==> config.mk <==
export PLATFORM = sky130hd
export DESIGN_NAME = vga_text_render
export DESIGN_NICKNAME = d
export VERILOG_FILES = /design/src/rtl/vga_text_render.sv
export SDC_FILE = /design/constraint.sdc
export NUM_CORES = 1
export LEC_CHECK = 0
export ABC_CLOCK_PERIOD_IN_PS = 5050
export CAP_MARGIN = 5
export CORE_UTILIZATION = 45
export DETAILED_ROUTE_END_ITERATION = 16
export PLACE_DENSITY_LB_ADDON = 0.25
export REMOVE_ABC_BUFFERS = 1
export SLEW_MARGIN = 20
export SYNTH_ARGS = -nofsm -noshare
export SYNTH_HDL_FRONTEND = slang
export SYNTH_SLANG_ARGS = --single-unit
==> constraint.sdc <==
create_clock -name clk -period 5.05 [get_ports clk]
set_input_delay 1.01 -clock clk [delete_from_list [all_inputs] [get_ports clk]]
set_output_delay 1.01 -clock clk [all_outputs]
set_load 0.01 [all_outputs]
==> src/rtl/vga_text_render.sv <==
// ---------------------------------------------------------------------------
// Module      : vga_text_render
// Description : Three-stage monochrome text-mode pixel pipeline. Stage 1
//               addresses the text RAM, stage 2 addresses the font ROM,
//               stage 3 picks the glyph bit, applies a blinking cursor and
//               delays the syncs to stay aligned with the pixel.
// Revision    : 1.0 - initial release
// ---------------------------------------------------------------------------
`default_nettype none

module vga_text_render #(
  parameter int COLUMNS     = 80,
  parameter int ROWS        = 30,
  parameter int CELL_WIDTH  = 10,
  parameter int CELL_HEIGHT = 16
) (
  input  logic        clk,
  input  logic        reset_low,
  input  logic        pixel_tick,
  input  logic        h_active,
  input  logic        h_sync,
  input  logic [6:0]  h_block,
  input  logic [3:0]  h_pixel,
  input  logic        v_active,
  input  logic        v_sync,
  input  logic [4:0]  v_block,
  input  logic [3:0]  v_pixel,
  output logic [11:0] text_addr,
  input  logic [7:0]  text_data,
  output logic [11:0] font_addr,
  input  logic [7:0]  font_data,
  input  logic        cursor_enable,
  input  logic [6:0]  cursor_col,
  input  logic [4:0]  cursor_row,
  output logic        vga_hsync,
  output logic        vga_vsync,
  output logic        vga_active,
  output logic        vga_pixel
);

  // Bounds widened by one bit so a full-range parameter still compares correctly.
  localparam logic [7:0] c_COLS   = 8'(COLUMNS);
  localparam logic [5:0] c_ROWS   = 6'(ROWS);
  localparam logic [7:0] c_CELL_W = 8'(CELL_WIDTH);
  localparam logic [7:0] c_CELL_H = 8'(CELL_HEIGHT);

  // Stage 1 registers
  logic [11:0] text_addr_q;
  logic [3:0]  s1_hpix_q, s1_vpix_q;
  logic        s1_active_q, s1_hsync_q, s1_vsync_q, s1_cursor_q;
  // Stage 2 registers
  logic [11:0] font_addr_q;
  logic [3:0]  s2_hpix_q;
  logic        s2_active_q, s2_hsync_q, s2_vsync_q, s2_cursor_q, s2_rowok_q;
  // Stage 3 (output) registers and frame counter
  logic        vga_hsync_q, vga_vsync_q, vga_active_q, vga_pixel_q;
  logic [4:0]  blink_cnt_q;

  // Next-state values
  logic [11:0] text_addr_d;
  logic        cursor_hit_d, rowok_d, glyph_d, pixel_d, vfall_d;

  // Address arithmetic, cursor match and pixel selection
  always_comb begin
    text_addr_d  = 12'(v_block) * 12'(COLUMNS) + 12'(h_block);
    // A cursor parked outside the text area can never match a real cell.
    cursor_hit_d = (h_block == cursor_col) && (v_block == cursor_row) &&
                   ({1'b0, cursor_col} < c_COLS) && ({1'b0, cursor_row} < c_ROWS);
    rowok_d      = ({4'b0, s1_vpix_q} < c_CELL_H);
    glyph_d      = 1'b0;
    // Pixels 8 and up of a cell are the inter-character gap.
    if (!s2_hpix_q[3] && ({4'b0, s2_hpix_q} < c_CELL_W) && s2_rowok_q) begin
      glyph_d = font_data[~s2_hpix_q[2:0]];
    end
    pixel_d      = s2_active_q & (glyph_d ^ (s2_cursor_q & cursor_enable & blink_cnt_q[4]));
    vfall_d      = vga_vsync_q & ~s2_vsync_q;
  end

  // Stage 1: text RAM address and axis sampling
  always_ff @(posedge clk or negedge reset_low) begin
    if (!reset_low) begin
      text_addr_q <= '0;
      s1_hpix_q   <= '0;
      s1_vpix_q   <= '0;
      s1_active_q <= 1'b0;
      s1_hsync_q  <= 1'b1;
      s1_vsync_q  <= 1'b1;
      s1_cursor_q <= 1'b0;
    end else if (pixel_tick) begin
      text_addr_q <= text_addr_d;
      s1_hpix_q   <= h_pixel;
      s1_vpix_q   <= v_pixel;
      s1_active_q <= h_active & v_active;
      s1_hsync_q  <= h_sync;
      s1_vsync_q  <= v_sync;
      s1_cursor_q <= cursor_hit_d;
    end
  end

  // Stage 2: font ROM address from the fetched character code
  always_ff @(posedge clk or negedge reset_low) begin
    if (!reset_low) begin
      font_addr_q <= '0;
      s2_hpix_q   <= '0;
      s2_active_q <= 1'b0;
      s2_hsync_q  <= 1'b1;
      s2_vsync_q  <= 1'b1;
      s2_cursor_q <= 1'b0;
      s2_rowok_q  <= 1'b0;
    end else if (pixel_tick) begin
      font_addr_q <= {text_data, s1_vpix_q};
      s2_hpix_q   <= s1_hpix_q;
      s2_active_q <= s1_active_q;
      s2_hsync_q  <= s1_hsync_q;
      s2_vsync_q  <= s1_vsync_q;
      s2_cursor_q <= s1_cursor_q;
      s2_rowok_q  <= rowok_d;
    end
  end

  // Stage 3: rendered pixel, delayed syncs and frame-based blink counter
  always_ff @(posedge clk or negedge reset_low) begin
    if (!reset_low) begin
      vga_hsync_q  <= 1'b1;
      vga_vsync_q  <= 1'b1;
      vga_active_q <= 1'b0;
      vga_pixel_q  <= 1'b0;
      blink_cnt_q  <= '0;
    end else if (pixel_tick) begin
      vga_hsync_q  <= s2_hsync_q;
      vga_vsync_q  <= s2_vsync_q;
      vga_active_q <= s2_active_q;
      vga_pixel_q  <= pixel_d;
      if (vfall_d) begin
        blink_cnt_q <= blink_cnt_q + 5'd1;
      end
    end
  end

  assign text_addr  = text_addr_q;
  assign font_addr  = font_addr_q;
  assign vga_hsync  = vga_hsync_q;
  assign vga_vsync  = vga_vsync_q;
  assign vga_active = vga_active_q;
  assign vga_pixel  = vga_pixel_q;

endmodule

`default_nettype wire

**Word level (Yosys, flattened, before mapping)**

Index checks and enable logic that the tools add are counted.
W data, S select, Z words.

- Flip-flop bits (word level): 54
- Output and inout port bits: 28
- Input port bits: 56

- Reduce and logical (&&, ||, !) cells: 7
- $lt $le $gt $ge: 4
- Multiply operators: 1
- Mux-type cells: 3
- Bitwise gates (word level): 8
- Equal/unequal tests: 2
- Add/subtract/negate cells: 2

Operators with widths:

| kind | number |
|---|---|
| $add A12 B7 Y12 | 1 |
| $mul A5 B3 Y8 const B | 1 |
| $eq A7 B7 Y1 | 1 |
| $lt A7 B7 Y1 const B | 1 |
| $add A5 B1 Y5 const B | 1 |
| $and A1 B1 Y1 | 5 |
| $eq A5 B5 Y1 | 1 |
| $logic_and A1 B1 Y1 | 5 |
| $lt A5 B5 Y1 const B | 1 |
| $lt A3 B4 Y1 const B | 1 |
| $lt A4 B4 Y1 const B | 1 |
| $bmux W1 S3 | 1 |
| $not A3 Y3 | 1 |
| $mux W1 | 2 |
| $reduce_and A2 Y1 | 1 |
| $logic_not A1 Y1 | 1 |
| $not A1 Y1 | 1 |
| $xor A1 B1 Y1 | 1 |

**Depth between registers and ports, before layout**

Gate-level depths: netlist of the first run.

- Depth in word-level cells: 6
- Gate-level depth with buffers: 7
- Mapped depth without buffers: 7

**Worst setup path before layout of the first run**

No wires, ideal clock.

- Kind: input to register
- From: input v_block[1]
- To: register text_addr_q[10] (netlist: text_addr[10])
- Arrival: 2.444 ns
- Buffers on the path: 0
- Slack: 2.471 ns
- Cell stages on the path: 7
- Cell sequence: ha_1 > ha_1 > fa_1 > xor2_1 > nand4b_1 > xnor3_1 > a21oi_1

- Cells in the longest elaborated chain, start to end: 2

RTL lines:

| element | line | RTL |
|---|---|---|
| from (decl) | 26 | `input logic [4:0] v_block,` |
| $mul A5 B3 Y8 | 65 | `text_addr_d = 12'(v_block) * 12'(COLUMNS) + 12'(h_block);` |
| $add A12 B7 Y12 | 65 |  |
| to (signal assigned) | 90 | `text_addr_q <= text_addr_d;` |
| to (decl) | 48 | `logic [11:0] text_addr_q;` |

Every way passes these cells.
A chain may end at the register's enable or synchronous reset.

**Final worst setup path of the first run**

- From: input v_block[1]
- To: register text_addr_q[11] (netlist: text_addr[11])

The elaborated chain is that of the path after synthesis.

==> summary.md, run 1 <==
| Metric | Value |
|---|---|
| Status | `finished, final reports clean` |
| Clock-pin slew on the worst setup and hold paths | `0.09 ns` |
| Skew final | `0.00440 ns` |
| Largest net degree at the start of global routing | `55` |
| Startpoint types | `input pin` |
| Number of buffers and inverters on the critical path | `1` |
| Max rail drop VDD | `0.185 mV` |
| Worst path cell trace | `clkdlybuf4s50_1 > ha_1 > ha_1 > fa_1 > xor2_1 > nand3_1 > nor4_1 > o22a_1` |
| Clock Tree Root | `clkbuf_8` |
| CP Max Fanout | `4` |
| Fillers | `447` |
| DRT iter0 DRCs | `51` |
| Synth area leader | `dfrtp_1` |
| Pins Over Slew Limit | `0` |
| RSZ-0062 raised after global routing | `no` |
| Data arrival, critical path | `3.28 ns` |
| Chip height | `77.6 um` |
| I/O pin count | `84` |
| Area share of the largest cell type after synthesis | `46.7%` |
| NetSw | `0.281 mW` |
| Final setup viols | `0` |
| Port bufs | `83` |
| Cell Int Power | `0.829 mW` |
| CTS Hold Buffers Added | `0` |
| Htree depth | `2` |
| CTS sink cnt | `54` |
| # resized after CTS | `0` |
| Hold Crit Class | `reg2reg` |
| Syn Std Cell Area | `2570 um2` |
| Sequential area share after synthesis | `52.8%` |
| Met1 global-route usage | `22.7%` |
| Vias | `1,806` |
| FMAX | `0.329 GHz` |
| TritonCTS clock tree | `yes` |
| M3 GR Usage | `5.41%` |
| Vias in the first global route | `1,946` |
| Clk Latency, worst-skew pair | `0.30 ns` |
| Clk pwr share | `25.1%` |
| Async set-or-reset flop fraction in the synthesized netlist | `100%` |
| DRT Wirelength | `5000 um` |
| WS Path Type | `in2reg` |
| Final hold viol count | `0` |
| Placed cells | `349` |
| Share of cells above drive strength 1 | `20.4%` |
| Sequential fraction of design power | `49.1%` |
| Die area | `6020 um2` |
| GPL Wtd Cong | `0.802` |
| Crit path capture type | `flop` |
| Final period util | `60.2%` |
| Worst-Margin Slew | `0.653 ns` |
| Most used cell, CP | `ha_1` |
| Starting Density | `46.7%` |
| Min Clock Period, post-route | `3.04 ns` |
| Yosys cell types | `37` |
| Crit path required time | `5.29 ns` |
| # diodes | `0` |
| Max cap viols | `0` |
| Syn Area/Cell | `12.9 um2` |
| Cts bufs inserted | `5` |
| Yosys warning total | `0` |
| Pwr/cell area | `311 nW/um2` |
| Die width | `77.6 um` |
| Drt wl/cell | `14.0 um` |
| Pre-CTS WS | `1.74 ns` |
| Final ANT Viol Nets | `0` |
| Grt total ovfl | `0` |
| P_leak | `1.49 nW` |
| Core area | `5510 um2` |
| DRT Pass-1 Iters | `4` |
| GR Layer Usage met2 | `30.8%` |
| DR DRC count | `0` |
| Post-synth EDFFs | `0` |
| Synthesized instance count | `199` |
| Placed wire-length estimate | `3880 um` |
| Slew headroom | `56.5%` |
| Non-filler cells, final | `357` |
| Placed Area | `3470 um2` |
| Maximum single-stage delay on the critical path | `0.50 ns` |
| GRT Resource Usage Total | `18.4%` |
| Clock buffer depth | `2` |
| Row Count | `27` |
| Top cells by area, synth | `dfrtp_1 47%, mux2_2 17%, dfstp_2 6.1%` |
| Final #Nets | `352` |
| Initial antenna violation count | `0` |
| Fin util | `64.9%` |
| Switching Fraction | `25.3%` |
| Hold Slack | `0.462 ns` |
| Total power | `1.11 mW` |
| Setup bufs post-CTS | `0` |
| Flops & latches, synth | `54` |
| Design area | `3570 um2` |
| GRT busiest layer | `met2` |
| Most used flip-flop cell after synthesis | `dfrtp_1` |
| CP top delay family | `adder cells` |
| Setup WS post-layout | `2.01 ns` |
| Logic gate share of total power | `25.8%` |
| First-pass GRT wire length | `8690 um` |
| Layout area overhead | `39.0%` |
| Total negative slack | `0 ns` |
| Drt via density | `5.06` |
| CP max stage cell | `clkdlybuf4s50_1` |
[power groups by stage]
stage | Clock, mW | Combinational (mW) | Sequential, mW
after global placement | 0 | 0.281 | 0.551
after floorplan | 0 | 0.121 | 0.562
final | 0.279 | 0.286 | 0.545
after CTS | 0.291 | 0.291 | 0.547
after detailed placement | 0 | 0.289 | 0.555
after global routing | 0.307 | 0.314 | 0.556
[cell usage after synthesis, drive strengths merged, types with 2 or more instances]
library cell / n
dfstp: 6
nor2: 5
dfrtp: 48
xor2: 4
nand2: 6
xnor2: 14
o22ai: 2
buf: 3
or2: 2
o21ai: 6
fa: 2
nand4: 5
nand3: 6
a21oi: 9
clkbuf: 4
mux2i: 2
mux2: 39
ha: 10
inv: 8
and3: 2
[worst paths after layout]
kind	startpoint	to	slack (ns)	cells past startpoint
setup / recovery	v_block[1]	text_addr[11]$_DFFE_PN0P_	2.01	8
hold / removal	blink_cnt_q[4]$_DFFE_PN0P_	blink_cnt_q[4]$_DFFE_PN0P_	0.46	1
min in group asynchronous	reset_low	text_addr[11]$_DFFE_PN0P_	0.82	2
max in group asynchronous	reset_low	s1_vpix_q[2]$_DFFE_PN0P_	3.80	2
hold reg to reg	blink_cnt_q[4]$_DFFE_PN0P_	blink_cnt_q[4]$_DFFE_PN0P_	0.46	1
setup reg to reg	s2_hpix_q[0]$_DFFE_PN0P_	vga_pixel$_DFFE_PN0P_	3.30	4
[state kept, by name, indices dropped and copies added (netlist names), 4 cells and up]
register,count
blink_cnt_q,5
text_addr,12
s1_vpix_q,4
font_addr,12
s2_hpix_q,4
s1_hpix_q,4
[layout by cell type (no fill, tap or decap), types with 6 or more instances in the layout]
cell	count
a21oi_1	9
xnor2_1	14
nand3_1	6
o21ai_0	6
dfstp_2	6
nand2_1	6
mux2_2	39
clkdlybuf4s50_1	81
dfrtp_1	48
ha_1	10
inv_1	8
[routing by layer]
metal,vias up,share of wire (%)
li1,874,-
met1,863,42
met2,62,50
met3,7,7.0
met4,0,1.2
met5,-,0
[final cells by class]
| class | count | area [um2] | area share (%) |
|---|---|---|---|
| inverters | 8 | 30.0 | 0.840 |
| well taps | 72 | 90.1 | 2.52 |
| flip-flops and latches | 54 | 1360 | 38.0 |
| clock inverters | 1 | 30.0 | 0.840 |
| clock buffers | 7 | 76.3 | 2.14 |
| repair buffers | 85 | 836 | 23.4 |
| multi-input cells | 130 | 1150 | 32.3 |
[logic make-up after synthesis]
group,Yosys count,share of synthesized area (%)
AO/OA/AOI/OAI,25,6.03
XOR/XNOR,19,7.00
adder cells (fa/ha/maj),12,6.42
buffers and inverters,15,2.33
flip-flops,54,52.8
multiplexers,42,18.7
AND/OR/NAND/NOR,32,6.66
[worst register-to-register path: stages (launching register included)]
cell and delay, ns:
dfrtp_1 0.46, mux4_2 0.53, or2_1 0.24, nand4_1 0.08, or3b_1 0.34
(Power assumes the default switching activity.)
==> inputs of run 2 (changes only) <==
- ABC_CLOCK_PERIOD_IN_PS: 5050 -> 2590
- CORE_UTILIZATION: 45 -> 41
- clock period: 5.05 -> 2.59 ns (I/O delays scaled with it)
==> run 2 against run 1 <==
Clock skew increased by 0.0038 ns. Routed wire length decreased by 3.8%. Hold slack improved by 0.0071 ns. Critical path type unchanged. Clock power increased by 75%. Register-to-register slack got worse by 2.4 ns. Worst setup slack got worse by 1.8 ns. Final cell count increased by 3.4%. Die area increased by 9.5%. Sequential share of layout area decreased by 0.71 points. Critical path depth unchanged.
==> summary.md, run 2 (same netlist as run 1, synthesis figures left out) <==
| Metric | Value |
|---|---|
| Reg2reg start | `s2_hpix_q[0]$_DFFE_PN0P_` |
| Setup WS post-layout | `0.218 ns` |
| Final #Nets | `361` |
| RSZ-0062 raised after global routing | `no` |
| Initial antenna violation count | `0` |
| Die width | `81.2 um` |
| Clock-pin slew on the worst setup and hold paths | `0.09 ns` |
| CP Max Fanout | `3` |
| Htree depth | `2` |
| Placed wire-length estimate | `3660 um` |
| Layout area overhead | `41.6%` |
| First-pass GRT wire length | `8050 um` |
| Share of cells above drive strength 1 | `23.1%` |
| Min Clock Period, post-route | `2.37 ns` |
| Clk Latency, worst-skew pair | `0.30 ns` |
| DRT Pass-1 Iters | `4` |
| Row Count | `28` |
| Pre-CTS WS | `-0.0826 ns` |
| Starting Density | `42.9%` |
| Non-filler cells, final | `369` |
| Max rail drop VDD | `0.325 mV` |
| Vias | `1,812` |
| GRT Resource Usage Total | `16.0%` |
| Clock Tree Root | `clkbuf_8` |
| Total negative slack | `0 ns` |
| Chip height | `81.2 um` |
| Commonest non-fill, non-tap cell in the layout | `clkdlybuf4s50_1` |
| Pins Over Slew Limit | `0` |
| Placed cells | `360` |
| Die area | `6600 um2` |
| Hold-critical path depth | `1` |
| Crit path capture type | `flop` |
| Grt total ovfl | `0` |
| Placed Area | `3530 um2` |
| Worst Min Path Start | `blink_cnt_q[4]$_DFFE_PN0P_` |
| Data arrival, critical path | `2.61 ns` |
| Skew final | `0.00818 ns` |
| # diodes | `0` |
| Max cap viols | `0` |
| Port bufs | `83` |
| DRT iter0 DRCs | `30` |
| I/O pin count | `84` |
| Final ANT Viol Nets | `0` |
| Fillers | `501` |
| Fin util | `60.8%` |
| Most used cell, CP | `ha_1` |
| Setup bufs post-CTS | `0` |
| Maximum single-stage delay on the critical path | `0.43 ns` |
| Core area | `5990 um2` |
| TritonCTS clock tree | `yes` |
| Worst-case reg-to-reg path depth | `4` |
| CP top delay family | `adder cells` |
| Worst path depth | `8` |
| Design area | `3640 um2` |
| Final period util | `91.6%` |
| Crit path required time | `2.83 ns` |
| CP max stage cell | `clkdlybuf4s50_1` |
| Drt wl/cell | `13.0 um` |
| Origin of the worst setup path | `v_block[1]` |
| WS Path Type | `in2reg` |
| GPL Wtd Cong | `0.792` |
| Worst-Margin Slew | `0.464 ns` |
| Drt via density | `4.91` |
| Most frequent cells in the layout | `81 x clkdlybuf4s50_1, 48 x dfrtp_1, 39 x mux2_2` |
| Cts bufs inserted | `5` |
| DRT Wirelength | `4810 um` |
| Slew headroom | `69.1%` |
| Number of buffers and inverters on the critical path | `1` |
| CTS sink cnt | `54` |
| FMAX | `0.422 GHz` |
| Hold Crit Class | `reg2reg` |
| Final setup viols | `0` |
| Final hold viol count | `0` |
| Worst path cell trace | `clkdlybuf4s50_1 > ha_1 > ha_1 > fa_1 > xor2_1 > nand3_1 > nor4_1 > o22a_1` |
| P_leak | `1.53 nW` |
| Vias in the first global route | `1,852` |
| Clock buffer depth | `2` |
| DR DRC count | `0` |
| Startpoint types | `input pin` |
| Status | `finished, final reports clean` |
| Largest net degree at the start of global routing | `41` |
| Pwr/cell area | `581 nW/um2` |
run 2: changes by cell type in the layout (fill, tap and decap cells not counted), sizes merged:
cell	previous run	this run
bufinv	1	0
clkinv	0	2
buf	4	12
dlygate4sd3	0	1
clkbuf	7	6
run 2: cell type report:
| cell class | count | area, um2 | area share, % |
|---|---|---|---|
| sequential | 54 | 1360 | 37.3 |
| multi-input combinational | 130 | 1150 | 31.7 |
| timing repair buffer | 94 | 906 | 24.9 |
| tap | 75 | 93.8 | 2.58 |
| clock buffer | 6 | 82.6 | 2.27 |
| inverter | 8 | 30.0 | 0.824 |
| clock inverter | 2 | 17.5 | 0.481 |
run 2: where the power goes:
group	switching, mW	leakage, nW	internal, mW	total [mW]
clock network	0.268	0.0514	0.220	0.488
registers	0.0807	0.636	0.981	1.06
logic	0.210	0.846	0.358	0.567
total	0.558	1.53	1.56	2.12
run 2: metal layers:
metal	vias up	part of all wire [%]	global-route usage (%)
met5	-	0	0
met1	857	46	20.3
met3	4	6.3	5.06
met2	53	46	26.3
li1	898	-	-
met4	0	0.79	4.29
run 2: repair_timing:
item	4_1_cts	5_1_grt
hold buffers	1	0
hold endpoints to repair	2	0
resized for setup	0	0
run 2: per-stage QoR:
step	hold WS, ns	power (mW)
after floorplan	0.222	1.33
after global placement	0.321	1.64
after detailed placement	0.322	1.65
after CTS	0.475	2.15
after global routing	0.485	2.25
final	0.469	2.12
run 2: path summary, 6_finish.rpt:
check | slack [ns] | endpoint
worst max-delay path | 0.22 | text_addr[11]$_DFFE_PN0P_
worst min-delay path | 0.47 | blink_cnt_q[4]$_DFFE_PN0P_
worst max register to register | 0.85 | vga_pixel$_DFFE_PN0P_
worst min register to register | 0.47 | blink_cnt_q[4]$_DFFE_PN0P_
max in group asynchronous | 1.42 | vga_vsync$_DFFE_PN1P_
min in group asynchronous | 0.54 | s1_vpix_q[1]$_DFFE_PN0P_
run 2: worst reg2reg max path, stage by stage, from the launching register on:
cell	delay [ns]
dfrtp_1	0.45
mux4_2	0.52
or2_1	0.24
nand4_1	0.08
or3b_1	0.35
